**src/rtl/alu_exec_ctrl.sv**
```systemverilog
// alu_exec_ctrl
//   Sequencing front end for the 8-bit combinational ALU. Accepts one command
//   at a time over a valid/ready handshake, reads operands from a private
//   4x8 register file, drives the ALU inputs, and commits the result and flags
//   to the register file and the 4-bit status register {C,S,V,Z}.
//   Shift commands (SHR/SHL) are repeated 1..8 times using single-bit ALU
//   shifts, so a command occupies the block for cnt+1 cycles.
//
// Ports
//   clk, rst_n        clock, asynchronous active-low reset
//   cmd_valid_in      command present
//   cmd_ready_out     command can be accepted (high only while idle)
//   cmd_op_in         ALU opcode (0 SHR,1 SHL,4 INC,5 DEC,6 ADD,8 NOT,9 AND,
//                     a OR,b MOV; anything else is illegal)
//   cmd_dst_in        destination register index
//   cmd_src_in        source register index
//   cmd_imm_in        immediate operand
//   cmd_use_imm_in    source operand is the immediate instead of R[src]
//   cmd_cnt_in        shift iterations minus one (shift opcodes only)
//   alu_a_out/b_out   ALU operand inputs
//   alu_op_out        ALU opcode input
//   alu_status_out    ALU incoming status
//   alu_result_in     ALU result
//   alu_status_in     ALU outgoing status
//   status_out        committed status {C,S,V,Z}
//   done_out          one-cycle pulse on command completion
//   err_out           one-cycle pulse alongside done_out for an illegal opcode
//   dbg_sel_in        register-file read select
//   dbg_data_out      R[dbg_sel_in], combinational

module alu_exec_ctrl (
  input  logic       clk,
  input  logic       rst_n,
  input  logic       cmd_valid_in,
  output logic       cmd_ready_out,
  input  logic [3:0] cmd_op_in,
  input  logic [1:0] cmd_dst_in,
  input  logic [1:0] cmd_src_in,
  input  logic [7:0] cmd_imm_in,
  input  logic       cmd_use_imm_in,
  input  logic [2:0] cmd_cnt_in,
  output logic [7:0] alu_a_out,
  output logic [7:0] alu_b_out,
  output logic [3:0] alu_op_out,
  output logic [3:0] alu_status_out,
  input  logic [7:0] alu_result_in,
  input  logic [3:0] alu_status_in,
  output logic [3:0] status_out,
  output logic       done_out,
  output logic       err_out,
  input  logic [1:0] dbg_sel_in,
  output logic [7:0] dbg_data_out
);

  typedef enum logic {
    S_IDLE = 1'b0,
    S_EXEC = 1'b1
  } state_e;

  typedef enum logic [3:0] {
    OP_SHR = 4'h0,
    OP_SHL = 4'h1,
    OP_INC = 4'h4,
    OP_DEC = 4'h5,
    OP_ADD = 4'h6,
    OP_NOT = 4'h8,
    OP_AND = 4'h9,
    OP_OR  = 4'ha,
    OP_MOV = 4'hb
  } op_e;

  state_e      state_q;
  logic [7:0]  rf_q [4];
  logic [3:0]  status_q;
  logic [7:0]  work_q;
  logic [7:0]  b_q;
  logic [3:0]  wstat_q;
  logic [2:0]  iter_q;
  logic [3:0]  op_q;
  logic [1:0]  dst_q;
  logic        legal_q;
  logic        done_q;
  logic        err_q;

  // Decode of the incoming command, used only at the handshake.
  logic [7:0]  src_d;
  logic        legal_d;
  logic        binary_d;
  logic        shift_d;

  always_comb begin
    src_d    = cmd_use_imm_in ? cmd_imm_in : rf_q[cmd_src_in];
    legal_d  = 1'b0;
    binary_d = 1'b0;
    shift_d  = 1'b0;
    case (cmd_op_in)
      OP_SHR, OP_SHL: begin
        legal_d = 1'b1;
        shift_d = 1'b1;
      end
      OP_INC, OP_DEC, OP_NOT, OP_MOV: begin
        legal_d = 1'b1;
      end
      OP_ADD, OP_AND, OP_OR: begin
        legal_d  = 1'b1;
        binary_d = 1'b1;
      end
      default: begin
        legal_d = 1'b0;
      end
    endcase
  end

  // While idle the ALU sees a harmless MOV of zero carrying the committed
  // status; during execution it sees the working operands.
  always_comb begin
    if (state_q == S_EXEC) begin
      alu_a_out      = work_q;
      alu_b_out      = b_q;
      alu_op_out     = op_q;
      alu_status_out = wstat_q;
    end else begin
      alu_a_out      = '0;
      alu_b_out      = '0;
      alu_op_out     = OP_MOV;
      alu_status_out = status_q;
    end
  end

  assign cmd_ready_out = (state_q == S_IDLE);
  assign status_out    = status_q;
  assign done_out      = done_q;
  assign err_out       = err_q;
  assign dbg_data_out  = rf_q[dbg_sel_in];

  always_ff @(posedge clk or negedge rst_n) begin
    if (!rst_n) begin
      state_q  <= S_IDLE;
      rf_q     <= '{default: '0};
      status_q <= '0;
      work_q   <= '0;
      b_q      <= '0;
      wstat_q  <= '0;
      iter_q   <= '0;
      op_q     <= '0;
      dst_q    <= '0;
      legal_q  <= 1'b0;
      done_q   <= 1'b0;
      err_q    <= 1'b0;
    end else begin
      done_q <= 1'b0;
      err_q  <= 1'b0;
      case (state_q)
        S_IDLE: begin
          if (cmd_valid_in) begin
            op_q    <= cmd_op_in;
            dst_q   <= cmd_dst_in;
            legal_q <= legal_d;
            // Binary ops operate on R[dst] with SRC as the second operand;
            // unary ops operate directly on SRC.
            work_q  <= binary_d ? rf_q[cmd_dst_in] : src_d;
            b_q     <= src_d;
            wstat_q <= status_q;
            iter_q  <= shift_d ? cmd_cnt_in : '0;
            state_q <= S_EXEC;
          end
        end
        S_EXEC: begin
          // Intermediate shift results and flags stay local until the final
          // iteration, so only the last step's flags reach status_q.
          work_q  <= alu_result_in;
          wstat_q <= alu_status_in;
          if (!legal_q) begin
            done_q  <= 1'b1;
            err_q   <= 1'b1;
            state_q <= S_IDLE;
          end else if (iter_q != '0) begin
            iter_q <= iter_q - 3'd1;
          end else begin
            rf_q[dst_q] <= alu_result_in;
            status_q    <= alu_status_in;
            done_q      <= 1'b1;
            state_q     <= S_IDLE;
          end
        end
        default: begin
          state_q <= S_IDLE;
        end
      endcase
    end
  end

endmodule

```
**config.mk**
```make
export PLATFORM = sky130hd
export DESIGN_NAME = alu_exec_ctrl
export DESIGN_NICKNAME = d
export VERILOG_FILES = /design/src/rtl/alu_exec_ctrl.sv
export SDC_FILE = /design/constraint.sdc
export NUM_CORES = 1
export LEC_CHECK = 0
export ABC_AREA = 1
export CAP_MARGIN = 20
export CORE_MARGIN = 5
export CORE_UTILIZATION = 55
export DETAILED_ROUTE_END_ITERATION = 10
export PLACE_DENSITY = 0.84
export SYNTH_ARGS = -nofsm -noshare
export SYNTH_HDL_FRONTEND = slang
export SYNTH_SLANG_ARGS = --single-unit
export TNS_END_PERCENT = 30
```
**constraint.sdc**
```tcl
create_clock -name clk -period 4.9 [get_ports clk]
set_clock_uncertainty 0.15 [all_clocks]
set_input_delay 0.735 -clock clk [delete_from_list [all_inputs] [get_ports clk]]
set_output_delay 0.735 -clock clk [all_outputs]
set_load 0.01 [all_outputs]
```
==> results_dict.tcl, run 1 <==
set metrics [dict create \
    pin_count 76 \
    synth_area_mm2 0.00398 \
    grt_max_degree 40 \
    crit_start "dbg_sel_in[0]" \
    p_per_area_mw_per_mm2 609 \
    cp-start-kind "input port" \
    cts_setup_buffers 0 \
    h-tree-depth 3 \
    grt_overflow 0 \
    syn_area_per_cell_um2 7.03 \
    yosysTopAreaCellShare_pct 43.3 \
    async_flop_share_pct 100 \
    clk_latency_ns 0.34 \
    dp_cells 717 \
    syn_to_final_growth_pct 23.8 \
    mostFrequentLayoutCells "nand2_1, inv_1, clkdlybuf4s50_1" \
    rr_worst_depth 5 \
    yosysUniqueCellTypes 28 \
    ys.flop_type "dfrtp_1" \
    die_w_um 95.1 \
    core_area_mm2 0.00714 \
    first_global_vias 3716 \
    num_rows 31 \
    relSlewSlack_pct 52.8 \
    worstPathMaxFanout 24 \
    gp_congestion 0.964 \
    setup_viol_count_final 0 \
    syn_inst 567 \
    fmax_ghz 0.270 \
    place_area_mm2 0.00472 \
    ff2ff_setup_slack_ns 2.50 \
    drt_wl_total_um 11200 \
    path_clk_slew_ns 0.07 \
    routed_via_density 5.40 \
    r2r_end "rf_q[5]" \
    synth_area_leaders "dfrtp_1, nand2_1, inv_1" \
    detail_route.iter0.violations 435 \
    hold_class "in -> async" \
    ys_seq_area_share_pct 43.3 \
    grt_pass1_wl_um 18000 \
    dp_hpwl_um 8120 \
    cpPeakStageDelay_ns 0.67 \
    finalPower_uw 3010 \
    drive_gt1_share_pct 5.67 \
    clock_path_buffers 2 \
    final_common_cell "nand2_1" \
    rsz0062_at_grt "false" \
    final_antenna_net_count 0 \
    antenna_found_initial 0 \
    required_ns 4.01 \
    cts-root-buf "clkbuf_8" \
    layoutNonFillerInstCount 734 \
    crit_type "in -> out" \
    setup_tns_ns 0 \
    p_leak_uw 0.00257 \
    period_needed_ns 3.71 \
    dr.pass1.iters 5 \
    hold_violations 0 \
    r2r_start "state_q" \
    die_area_mm2 0.00904 \
    ir_worst_vdd_v 0.000339 \
    clock-sinks 69 \
    tightestPinTransition_ns 0.708 \
    critPathSlowestCell "clkdlybuf4s50_1" \
    grt.total_usage_pct 26.0 \
    cp-end-kind "primary output" \
    slew_violations 0 \
    cp.arrival_ns 2.82 \
    nets 669 \
    finalInstanceArea_mm2 0.00493 \
    die_h_um 95.1 \
    layout_worst_path_cycle_share_pct 75.7 \
    cts_buffers 9 \
    maxCapViolations 0 \
    ys_ff_latch 69 \
    cts_hold_buf 0 \
    synth-edff-count 0 \
    diodes 0 \
    wl_per_cell_um 15.2 \
    yosysWarnings 0 \
    initial_utilization_pct 55.8 \
    tritoncts "yes" \
    cts_resized 0 \
    port_buffers 75 \
    outcome "completed" \
    syn-num-nets 606 \
    drc 0 \
    dr_total_vias 3960 \
    yosysTopAreaCell "dfrtp_1" \
    path_cells "clkdlybuf4s50_1 > inv_1 > o21ai_0 > a21oi_1 > a21oi_1 > clkdlybuf4s50_1" \
]
## synth_stat cells (4+ instances only)
master,number
nand2_1,212
inv_1,75
dfrtp_1,69
nand3_1,45
a21oi_1,33
o21ai_0,30
o21ai_1,17
nor2_1,14
buf_2,13
a22oi_1,9
a31oi_1,8
o21ai_2,8
clkbuf_1,7
buf_6,4
o211ai_1,4
## flip-flops by register name, indices dropped and copies added (netlist names)
name and cells:
op_q 4, done_out 1, b_q 8, err_out 1, wstat_q 4, iter_q 3
dst_q 2, status_out 4, state_q 1, legal_q 1, rf_q 32, work_q 8
## metal layers
layer	track usage [%]	wire (um)
met5	0	0
met2	40.5	5260
met1	36.2	4820
met3	4.34	843
met4	10.1	249
## logic make-up (layout without fill, tap and decap cells)
group,Yosys count,count (layout),share of synthesized area [%]
buffers and inverters,105,173,11.3
flip-flops,69,69,43.3
AO/OA/AOI/OAI,110,110,15.7
adder cells (fa/ha/maj),2,2,0.628
AND/OR/NAND/NOR,281,281,29.0
## critical path, delay by kind of cell
kind | cells | cell delay [ns]
buf+inv | 3 | 1.60
compound gates | 3 | 0.49
## metrics by stage
| stage | util [%] | hold WS (ns) | worst slack [ns] |
|---|---|---|---|
| floorplan | - | 0.278 | 2.49 |
| detailed placement | 66.1 | 0.299 | 1.21 |
| CTS | 69.0 | 0.294 | 1.20 |
| global placement | 66.1 | 0.298 | 1.28 |
| finish | 69.1 | 0.290 | 1.19 |
| global route | 69.1 | 0.349 | 1.07 |
## worst max path at each step
stage	end	cells past startpoint
floorplan	dbg_data_out[3]	6
global placement	dbg_data_out[4]	6
detailed placement	dbg_data_out[4]	6
CTS	dbg_data_out[4]	6
global route	dbg_data_out[4]	6
finish	dbg_data_out[7]	6
## where the power goes
| part | leakage (uW) | internal (uW) | switching [uW] | total (uW) |
|---|---|---|---|---|
| logic | 0.00165 | 630 | 758 | 1390 |
| registers | 0.000814 | 854 | 268 | 1120 |
| clock network | 0.000101 | 286 | 209 | 496 |
| total | 0.00257 | 1770 | 1240 | 3010 |
## area by class of cell
| type | count | area, um^2 |
|---|---|---|
| Tap cell | 99 | 124 |
| Clock inverter | 4 | 72.6 |
| Clock buffer | 12 | 135 |
| Inverter | 78 | 293 |
| Timing Repair Buffer | 79 | 776 |
| Multi-Input combinational cell | 393 | 1810 |
| Sequential cell | 69 | 1730 |
| Fill cell | 607 | 2200 |
Note: power is estimated with default switching activity, not from simulation.
==> inputs of run 2 (changes only) <==
Settings changed: CORE_UTILIZATION 55 to 53, PLACE_DENSITY 0.84 to 0.81.
Clock period 4.9 ns to 3.57 ns, I/O delays scaled along.
==> run 2 against run 1 <==
  * Power up 35%
  * Combinational power up 37%
  * Worst hold slack worse by 0.25 ns
  * Critical endpoint unchanged
  * Critical path type unchanged
==> results_dict.tcl, run 2 (synthesized netlist as in run 1, its figures left out) <==
set metrics [dict create \
    cts_resized 0 \
    grt_max_degree 70 \
    cts_hold_buf 0 \
    critPathSlowestCell "clkdlybuf4s50_1" \
    routed_via_density 5.43 \
    cp-end-kind "primary output" \
    mostFrequentLayoutCells "nand2_1, inv_1, clkdlybuf4s50_1" \
    syn_to_final_growth_pct 23.6 \
    cts_setup_buffers 0 \
    cts_buffers 9 \
    p_leak_uw 0.00257 \
    outcome "completed" \
    hold_violations 0 \
    clock-sinks 69 \
    nets 670 \
    tritoncts "yes" \
    die_h_um 96.7 \
    layout_worst_path_cycle_share_pct 92.6 \
    final_common_cell "nand2_1" \
    cpPeakStageDelay_ns 0.64 \
    dp_cells 718 \
    regMostFlops "rf_q" \
    cp-start-kind "input port" \
    fill_cells 659 \
    drc 0 \
    path_cells "clkdlybuf4s50_1 > inv_1 > o21ai_0 > a21oi_1 > a21oi_1 > clkdlybuf4s50_1" \
    place_ws_ns 0.298 \
    clock_path_buffers 2 \
    drt_wl_total_um 11300 \
    grt_overflow 0 \
    p_per_area_mw_per_mm2 824 \
    path_clk_slew_ns 0.07 \
    antenna_found_initial 0 \
    num_rows 31 \
    largest_reg_flops 32 \
    hold_class "in -> async" \
    layoutNonFillerInstCount 734 \
    reg_top3 "rf_q (32), b_q (8), work_q (8)" \
    worstPathMaxFanout 24 \
    maxCapViolations 0 \
    detail_route.iter0.violations 420 \
    wl_per_cell_um 15.4 \
    clk_latency_ns 0.34 \
    die_w_um 96.7 \
    rsz0062_at_grt "false" \
    dr.pass1.iters 5 \
    finalPower_uw 4060 \
    setup_viol_count_final 0 \
    required_ns 2.88 \
    relSlewSlack_pct 59.6 \
    diodes 0 \
    first_global_vias 3758 \
    gp_congestion 0.918 \
    core_area_mm2 0.00729 \
    port_buffers 75 \
    ir_worst_vdd_v 0.000447 \
    drive_gt1_share_pct 5.98 \
    grt.total_usage_pct 24.9 \
    tightestPinTransition_ns 0.605 \
    h-tree-depth 3 \
    grt_pass1_wl_um 18900 \
    slew_violations 0 \
    final_antenna_net_count 0 \
    setup_tns_ns 0 \
    crit_type "in -> out" \
    pin_count 76 \
    post-route-util_pct 67.5 \
    setup_slack_ns 0.263 \
    period_needed_ns 3.31 \
    initial_utilization_pct 54.6 \
    fmax_ghz 0.302 \
    cp.arrival_ns 2.62 \
    dp_hpwl_um 8330 \
    die_area_mm2 0.00935 \
    dr_total_vias 3982 \
    cts-root-buf "clkbuf_8" \
]
==> run 2: cell count changes in the layout (fill, tap and decap cells not counted) <==
cell | before | now
buf_12 | 0 | 1
clkbuf_1 | 3 | 1
clkinv_2 | 1 | 3
bufinv_16 | 2 | 1
==> run 2: worst max-delay path, delay by kind of cell <==
kind                   cells  cell delay [ns]
AO/OA/AOI/OAI              3             0.53
buffers and inverters      3             1.56
==> run 2: final timing paths <==
path,slack [ns],cells after the start,endpoint,startpoint
hold reg to reg,0.31,1,err_out,legal_q
min in group clk,0.31,1,err_out,legal_q
setup / recovery,0.26,6,dbg_data_out[7],dbg_sel_in[0]
hold / removal,0.04,2,rf_q[30],rst_n
max in group asynchronous,2.92,2,iter_q[2],rst_n
setup reg to reg,1.23,5,rf_q[4],state_q
==> run 2: layout make-up <==
| class | instances | area, um^2 | area share [%] |
|---|---|---|---|
| sequential | 69 | 1730 | 35.1 |
| tap | 99 | 124 | 2.52 |
| clock inverter | 5 | 52.6 | 1.07 |
| multi-input combinational | 393 | 1810 | 36.7 |
| timing repair buffer | 80 | 796 | 16.2 |
| inverter | 78 | 293 | 5.95 |
| clock buffer | 10 | 128 | 2.59 |
==> run 2: per-layer routing <==
layer	vias to the layer above	track usage [%]	share of wire [%]
met5	-	0	0
met4	0	8.21	2.1
met3	25	5.04	9.8
met2	209	39.3	45
met1	1827	34.3	43
li1	1921	-	-
==> run 2: metrics by stage <==
step / hold WS (ns) / instance area (um^2)
after floorplan: 0.0899 / 3980
after global placement: 0.292 / 4740
after detailed placement: 0.301 / 4740
after CTS: 0.0741 / 4920
after global routing: 0.0921 / 4920
final: 0.0436 / 4920
==> run 2: report_power, final <==
| part | total [uW] | switching (uW) | internal, uW |
|---|---|---|---|
| registers | 1550 | 376 | 1170 |
| logic | 1910 | 1040 | 866 |
| clock network | 602 | 286 | 315 |
